$ cat config.mk
export PLATFORM = sky130hd
export DESIGN_NAME = alu_seq_flat
export DESIGN_NICKNAME = d
export VERILOG_FILES = /design/src/rtl/alu_seq_if.sv /design/src/rtl/alu_seq.sv /design/src/flat_wrapper.sv
export SDC_FILE = /design/constraint.sdc
export NUM_CORES = 1
export LEC_CHECK = 0
export ABC_AREA = 1
export BUFFER_PORTS_ARGS = -buffer_cell sky130_fd_sc_hd__buf_2
export CORE_ASPECT_RATIO = 0.6
export CORE_MARGIN = 8
export CORE_UTILIZATION = 63
export DETAILED_ROUTE_END_ITERATION = 10
export GPL_TIMING_DRIVEN = 0
export PLACE_DENSITY = 0.87
export SLEW_MARGIN = 5
export SYNTH_ARGS = -nofsm -noshare
export SYNTH_HDL_FRONTEND = slang
export SYNTH_SLANG_ARGS = --single-unit
$ cat constraint.sdc
create_clock -name clk -period 6.8 [get_ports clk]
set_clock_uncertainty 0.05 [all_clocks]
set_input_delay 1.36 -clock clk [delete_from_list [all_inputs] [get_ports clk]]
set_output_delay 1.36 -clock clk [all_outputs]
set_load 0.01 [all_outputs]
$ cat src/rtl/alu_seq_if.sv
// alu_seq_if: operand/result handshake bundle for alu_seq
//   in_valid/in_ready   operand transfer handshake (opcode, in_a, in_b)
//   out_valid/out_ready result transfer handshake (alu_out, a_is_zero, carry, zero)
//   master: operand source and result consumer; slave: the ALU
interface alu_seq_if #(parameter int unsigned WIDTH = 8);
    logic             in_valid;
    logic             in_ready;
    logic [3:0]       opcode;
    logic [WIDTH-1:0] in_a;
    logic [WIDTH-1:0] in_b;
    logic             out_valid;
    logic             out_ready;
    logic [WIDTH-1:0] alu_out;
    logic             a_is_zero;
    logic             carry;
    logic             zero;
    modport master (
        output in_valid, opcode, in_a, in_b, out_ready,
        input  in_ready, out_valid, alu_out, a_is_zero, carry, zero
    );
    modport slave (
        input  in_valid, opcode, in_a, in_b, out_ready,
        output in_ready, out_valid, alu_out, a_is_zero, carry, zero
    );
endinterface

$ cat src/rtl/alu_seq.sv
// alu_seq: registered 16-opcode ALU with valid/ready handshake and carry/zero flags
//   clk    rising-edge clock
//   rst_n  synchronous active-low reset
//   bus    alu_seq_if.slave: operands/opcode in, registered result and flags out
//   Define ALU_SEQ_MUL_EN to make opcode 12 a WIDTH+1 cycle shift-add multiply;
//   otherwise opcode 12 passes A through in one cycle.
module alu_seq #(
    parameter int unsigned WIDTH = 8
) (
    input logic      clk,
    input logic      rst_n,
    alu_seq_if.slave bus
);
`ifdef ALU_SEQ_MUL_EN
    typedef enum logic [1:0] {IDLE, BUSY, DONE} state_t;
    localparam int unsigned CW = $clog2(WIDTH + 1);
    logic [WIDTH-1:0] mcand_q, hi_q, lo_q;
    logic [CW-1:0]    cnt_q;
    logic [WIDTH:0]   sum_d;
`else
    typedef enum logic {IDLE, DONE} state_t;
`endif
    state_t           state_q;
    logic [WIDTH-1:0] alu_out_q, res_d;
    logic             out_valid_q, carry_q, zero_q, a_is_zero_q, carry_d;
    logic [31:0]      sh;
    logic             accept;

    assign bus.in_ready  = (state_q == IDLE) || (state_q == DONE && bus.out_ready);
    assign accept        = bus.in_valid && bus.in_ready;
    assign bus.out_valid = out_valid_q;
    assign bus.alu_out   = alu_out_q;
    assign bus.carry     = carry_q;
    assign bus.zero      = zero_q;
    assign bus.a_is_zero = a_is_zero_q;

    always_comb begin
        sh      = 32'(bus.in_b) % WIDTH;
        res_d   = bus.in_a;
        carry_d = 1'b0;
        case (bus.opcode)
            4'd2:    {carry_d, res_d} = {1'b0, bus.in_a} + {1'b0, bus.in_b};
            4'd3:    res_d = bus.in_a & bus.in_b;
            4'd4:    res_d = bus.in_a ^ bus.in_b;
            4'd5:    res_d = bus.in_b;
            4'd8:    begin
                res_d   = bus.in_a - bus.in_b;
                carry_d = bus.in_a < bus.in_b;
            end
            4'd9:    res_d = bus.in_a | bus.in_b;
            4'd10:   res_d = bus.in_a << sh;
            4'd11:   res_d = bus.in_a >> sh;
            default: ;
        endcase
`ifdef ALU_SEQ_MUL_EN
        // partial-product add for the multiplier bit currently at lo_q[0]
        sum_d = {1'b0, hi_q} + (lo_q[0] ? {1'b0, mcand_q} : '0);
`endif
    end

    always_ff @(posedge clk) begin
        if (!rst_n) begin
            state_q     <= IDLE;
            alu_out_q   <= '0;
            out_valid_q <= 1'b0;
            carry_q     <= 1'b0;
            zero_q      <= 1'b0;
            a_is_zero_q <= 1'b0;
`ifdef ALU_SEQ_MUL_EN
            cnt_q       <= '0;
`endif
        end else begin
`ifdef ALU_SEQ_MUL_EN
            // {hi_q, lo_q} shifts right each step; after WIDTH steps it holds A*B,
            // and one more edge registers the result
            if (state_q == BUSY) begin
                if (cnt_q == CW'(WIDTH)) begin
                    alu_out_q   <= lo_q;
                    carry_q     <= |hi_q;
                    zero_q      <= lo_q == '0;
                    out_valid_q <= 1'b1;
                    state_q     <= DONE;
                end else begin
                    {hi_q, lo_q} <= {sum_d, lo_q[WIDTH-1:1]};
                    cnt_q        <= cnt_q + 1'b1;
                end
            end else
`endif
            if (accept) begin
                a_is_zero_q <= bus.in_a == '0;
`ifdef ALU_SEQ_MUL_EN
                if (bus.opcode == 4'd12) begin
                    mcand_q     <= bus.in_a;
                    lo_q        <= bus.in_b;
                    hi_q        <= '0;
                    cnt_q       <= '0;
                    out_valid_q <= 1'b0;
                    state_q     <= BUSY;
                end else
`endif
                begin
                    alu_out_q   <= res_d;
                    carry_q     <= carry_d;
                    zero_q      <= res_d == '0;
                    out_valid_q <= 1'b1;
                    state_q     <= DONE;
                end
            end else if (state_q == DONE && bus.out_ready) begin
                out_valid_q <= 1'b0;
                state_q     <= IDLE;
            end
        end
    end
endmodule
$ cat src/flat_wrapper.sv
// flat-port wrapper written by rule: the top's interface ports become plain ports
module alu_seq_flat 
#(
    parameter int unsigned WIDTH = 8
)
  (clk, rst_n, bus_in_valid, bus_opcode, bus_in_a, bus_in_b, bus_out_ready, bus_in_ready, bus_out_valid, bus_alu_out, bus_a_is_zero, bus_carry, bus_zero);
  alu_seq_if #(.WIDTH(WIDTH)) bus_i ();
  input logic clk;
  input logic rst_n;
  input wire logic [$bits(bus_i.in_valid)-1:0] bus_in_valid;
  input wire logic [$bits(bus_i.opcode)-1:0] bus_opcode;
  input wire logic [$bits(bus_i.in_a)-1:0] bus_in_a;
  input wire logic [$bits(bus_i.in_b)-1:0] bus_in_b;
  input wire logic [$bits(bus_i.out_ready)-1:0] bus_out_ready;
  output wire logic [$bits(bus_i.in_ready)-1:0] bus_in_ready;
  output wire logic [$bits(bus_i.out_valid)-1:0] bus_out_valid;
  output wire logic [$bits(bus_i.alu_out)-1:0] bus_alu_out;
  output wire logic [$bits(bus_i.a_is_zero)-1:0] bus_a_is_zero;
  output wire logic [$bits(bus_i.carry)-1:0] bus_carry;
  output wire logic [$bits(bus_i.zero)-1:0] bus_zero;
  assign bus_i.in_valid = bus_in_valid;
  assign bus_i.opcode = bus_opcode;
  assign bus_i.in_a = bus_in_a;
  assign bus_i.in_b = bus_in_b;
  assign bus_i.out_ready = bus_out_ready;
  assign bus_in_ready = bus_i.in_ready;
  assign bus_out_valid = bus_i.out_valid;
  assign bus_alu_out = bus_i.alu_out;
  assign bus_a_is_zero = bus_i.a_is_zero;
  assign bus_carry = bus_i.carry;
  assign bus_zero = bus_i.zero;
  alu_seq #(.WIDTH(WIDTH)) u_core (.clk(clk), .rst_n(rst_n), .bus(bus_i));
endmodule
Yosys cells after proc, flatten, opt, wreduce, memory -nomap -nowiden:

Cells that the tools add are included.

* bits in registers: 12
* bits of input ports: 24
* output and inout port bits: 13

* add/subtract/negate cells: 2
* $lt $le $gt $ge: 1
* equal/unequal tests: 8
* shift-type cells: 2
* multiplexer cells: 4
* bitwise logic cells: 4
* reductions and logical operators: 6

Operators by type and width (number)
* 8-bit case mux with 8 select lines: 1
* 4-bit equality test (second input constant): 4
* 8-bit logical NOT: 2
* 8-bit by 8-bit adder with 9-bit output: 1
* 8-bit bitwise AND: 1
* 4-bit by 2-bit equality test with 1-bit output (second input constant): 2
* 4-bit by 3-bit equality test with 1-bit output (second input constant): 2
* 8-bit < comparator: 1
* 8-bit bitwise OR: 1
* 8-bit by 3-bit << shifter with 8-bit output: 1
* 8-bit by 3-bit >> shifter with 8-bit output: 1
* 8-bit subtractor: 1
* 8-bit XOR: 1
* 1-bit logical AND: 2
* 1-bit 2-to-1 mux: 2
* 1-bit case mux with 2 select lines: 1
* 2-bit nonzero test: 1
* 1-bit logical OR: 1
* 1-bit NOT: 1

Depth between registers and ports, before layout:

* word-level depth: 4
* depth in mapped cells: 17
* depth with buffers taken out: 15

Least setup slack after synthesis:

Ideal clock, no wire load.

* path kind: input -> register
* start point: in bus_in_b[2]
* end point: reg u_core.zero_q, in the netlist u_core.bus.zero
* arrival time: 3031 ps
* data required time: 6684 ps
* slack: 3653 ps
* cell stages on the path: 16
* path through: buf_2 -> inv_1 -> ha_1 -> buf_4 -> inv_1 -> o21ai_1 -> nand3_1 -> nand2_1 -> nand2_1 -> nand3_1 -> nand3_1 -> nor2_1 -> nand2_1 -> inv_1 -> nand3_1 -> a21oi_2

* cells in the longest elaborated chain, start to end: 3
* elaborated cells between the ends (all ways): 9
* classes of those cells: add/sub: 2; shift: 2; mux: 1; bitwise: 3; reduce/logical: 1

Ends and longest elaborated chain
* start: declaration: RTL line flat_wrapper.sv:13 `input wire logic [$bits(bus_i.in_b)-1:0] bus_in_b;`
* 8-bit subtractor, or another cell as far along: RTL line alu_seq.sv:47 `res_d = bus.in_a - bus.in_b;`
* 8-bit case mux with 8 select lines *: RTL line alu_seq.sv:41 `case (bus.opcode)`
* 8-bit logical NOT *: RTL line alu_seq.sv:104 `zero_q <= res_d == '0;`
* end signal: assignment: RTL line alu_seq.sv:67 `zero_q <= 1'b0;`
* end signal: assignment: RTL line alu_seq.sv:104
* end: declaration: RTL line alu_seq.sv:25 `logic out_valid_q, carry_q, zero_q, a_is_zero_q, carry_d;`

Mark *: on every way between the ends. The rest lies on a longest branch, timed or not.
A chain may end at the register's enable or synchronous reset.

Worst setup path after layout:

* start point: in bus_in_b[1]
* end point: reg u_core.zero_q, in the netlist u_core.bus.zero

Same word-level chain as after synthesis.

==> results.cfg <==
[route]
detail_route.wirelength_um = 8048
drc = 0
antenna_left = 0
vias = 3113
via_per_inst = 5.987
wire_per_inst_um = 15.48
first_pass_iters = 6
drtIter0Drc = 470

[grt]
grt_pass1_vias = 2562
grt_pass1_wl_um = 12690
grt_max_degree = 13
antenna_found_initial = 0
grt_overflow = 0
track_usage = 0.2627

[power_and_ir_drop]
sw_frac_of_total = 0.4570
ir_drop_v = 0.0001005
power_switching_uw = 142.0
power.leakage_uw = 0.001484
seqPwrFrac = 0.253
intPower_uw = 168.7
pwr-share-comb = 0.535
pwr-share-clk = 0.212
power-per-cell-area_nw_per_um2 = 118.2

[floorplan]
die_height_um = 63.30
start_util = 0.6495
dieArea_um2 = 6002
ios = 37
rows = 17
dieWidth_um = 94.82
core_um2 = 3616

[worst_setup_path]
critPathBufInv = 4
worst_setup_path_start_kind = input pin
rr_worst_depth = 8
crit_path_max_incr_delay_ns = 0.48
path_depth = 15
reg2reg_to = u_core.bus.alu_out[4]$_SDFFE_PN0P_
crit_arrival_ns = 3.68
r2r_start = u_core.bus.out_valid$_SDFFE_PN0P_
crit_type = input pin to flip-flop
crit_top_cell = nand3_1
crit_path_top_delay_cell = fa_1
cp_top_family = simple AND/OR/NAND/NOR gates
path_cells = buf_2, inv_2, buf_2, fa_1, o21ai_1, nand3_1, nand2_1, nand2_1, nand3_1, nand3_1, nor2_1, nand2_1, inv_1, nand3_1, a21oi_2
r2r_slack_ns = 4.97
crit_required_ns = 6.93
end_kind = flip-flop
crit_path_max_fanout = 12

[synth]
syn-cell-area_um2 = 2349
ys_ff_latch = 12
synthMuxAreaShare = 0
yosysUniqueCellTypes = 31
synth-xor-area-share = 0.003729
synth_compound_area_frac = 0.09856
netlist_instances = 434
ys_seq_area_frac = 0.1023
synthAdderAreaFrac = 0.1502
synthSimpleGateAreaFrac = 0.5338
synth_top_family_by_area = simple AND/OR/NAND/NOR gates
avgSynthCellArea_um2 = 5.411
synth_warnings = 0
syn_nets = 485

[clock_tree]
clock_latency_ns = 0.24
clk_path_buf_depth = 2
cts_tree = yes
cts_resized = 0
cts_inserted_buffers = 3
postCtsSetupBuffers = 0
clk_pin_slew_ns = 0.05
cts.sinks = 12
hold_buffers = 0
root_buffer = clkbuf_8
cts-htree-levels = 1

[worst_hold_path]
hold_depth = 2
min_from = u_core.bus.zero$_SDFFE_PN0P_
hold_class = flip-flop to flip-flop
hold_path_end = u_core.bus.zero$_SDFFE_PN0P_

[final_layout]
n_fill_cell = 343
antenna_cells = 0
drive_above_1_share = 0.1416
area_growth_pct = 11.93
nets = 526

[timing]
setup_viol = 0
tightest_slew_ns = 0.7228
fin_crit_ns = 3.550
hold_ws_ns = 0.4244
rsz0062_at_grt = false
timing.final.crit_share = 0.5221
finalHoldViolCount = 0
clock.fmax_ghz = 0.2817
setup_tns_ns = 0
maxSlewHeadroom = 0.5164
slew_violations = 0

[placed_design]
place_hpwl_um = 6527
numPortBuffers = 36
gp_congestion = 1.012

[status]
status = finished, final reports clean

[run]
max_cap_violations = 0
-- how the worst max path moves through the flow --
stage,startpoint,end
floorplan,bus_in_b[2],u_core.bus.zero$_SDFFE_PN0P_
detailed placement,bus_in_b[1],u_core.bus.zero$_SDFFE_PN0P_
global placement,bus_in_b[1],u_core.bus.zero$_SDFFE_PN0P_
CTS,bus_in_b[1],u_core.bus.zero$_SDFFE_PN0P_
finish,bus_in_b[1],u_core.bus.zero$_SDFFE_PN0P_
global route,bus_in_b[1],u_core.bus.zero$_SDFFE_PN0P_
-- final cells by class --
| type | instances | area, µm² | share of cell area |
|---|---|---|---|
| well taps | 47 | 58.81 | 0.02237 |
| clock buffers | 3 | 41.29 | 0.01571 |
| repair buffers | 36 | 180.2 | 0.06854 |
| inverters | 52 | 195.2 | 0.07425 |
| flip-flops and latches | 12 | 240.2 | 0.09138 |
| multi-input cells | 357 | 1847 | 0.7025 |
| plain buffers | 13 | 66.31 | 0.02523 |
-- per-layer routing --
layer	GRT usage	wire length [µm]
met1	0.3919	3450
met2	0.3472	3021
met3	0.08983	1408
met4	0.04255	166
met5	0	0
-- power groups by stage --
| stage | logic, µW | registers (µW) | clock network [µW] |
|---|---|---|---|
| after floorplan | 105 | 82.7 | 0 |
| after global placement | 155 | 79.6 | 0 |
| after CTS | 160 | 78.5 | 66.1 |
| after global routing | 182 | 79.1 | 69.2 |
| after detailed placement | 159 | 79.9 | 0 |
| final | 166 | 78.7 | 65.7 |
-- synthesized netlist by cell type --
master    instances  area share
nor2_4            2      0.0096
and2_1            1      0.0027
fa_1              2       0.017
o211ai_1          5       0.016
inv_2             6      0.0096
nand2_1         141        0.23
buf_2             8       0.017
clkbuf_1          3      0.0048
nand4_1           6       0.016
o21ai_0          14       0.030
nor3_1            1      0.0021
o22ai_1           1      0.0027
xnor2_1           1      0.0037
inv_1            46       0.074
or2_2             1      0.0027
nand3b_1          4       0.013
nand2_2           2      0.0053
a31oi_1           1      0.0027
a21oi_1          16       0.034
nand3_1          73        0.16
dfxtp_1          12        0.10
nor2_1           48       0.077
nor4_1            2      0.0053
ha_1             25        0.13
buf_4             2      0.0064
o21a_1            1      0.0032
nor3_2            1      0.0043
a21oi_2           1      0.0037
o21ai_1           3      0.0064
nor2_2            4       0.011
nand2_4           1      0.0048
-- worst register-to-register path: stages (launching register included) --
cell	delay [ns]
dfxtp_1	0.30
nand2_1	0.09
nand2_1	0.09
inv_1	0.11
clkbuf_1	0.36
clkbuf_1	0.43
nand2_1	0.12
o211ai_1	0.10
inv_1	0.06
-- stage by stage --
step	cell area [µm²]	power (µW)	util	setup WS [ns]	instances
2_1_floorplan	2349	188.0	-	3.653	434
3_3_place_gp	2587	235.0	0.7156	3.109	517
3_5_place_dp	2587	238.8	0.7156	3.084	517
4_1_cts	2629	304.4	0.7270	3.331	520
5_1_grt	2629	330.6	0.7270	3.091	520
6_report	2629	310.7	0.7270	3.250	520
-- kinds of logic (layout without fill, tap and decap cells) --
kind of cell    after synthesis  count (layout)
compound gates               42              42
xor+xnor                      1               1
fa+ha+maj                    27              27
buf+inv                      65             104
flops                        12              12
simple gates                287             287
-- cells in the final DEF (no fill, tap or decap), types with 12 or more instances in the layout --
cell type / instances
nand2_1: 141
nand3_1: 73
nor2_1: 48
inv_1: 46
buf_2: 44
ha_1: 25
a21oi_1: 16
o21ai_0: 14
dfxtp_1: 12
-- registers in the layout, indices dropped and copies added (netlist names) --
| signal | cells |
|---|---|
| u_core.bus.a_is_zero | 1 |
| u_core.bus.alu_out | 8 |
| u_core.bus.carry | 1 |
| u_core.bus.out_valid | 1 |
| u_core.bus.zero | 1 |
No activity file was read; power rests on OpenSTA's default activity.
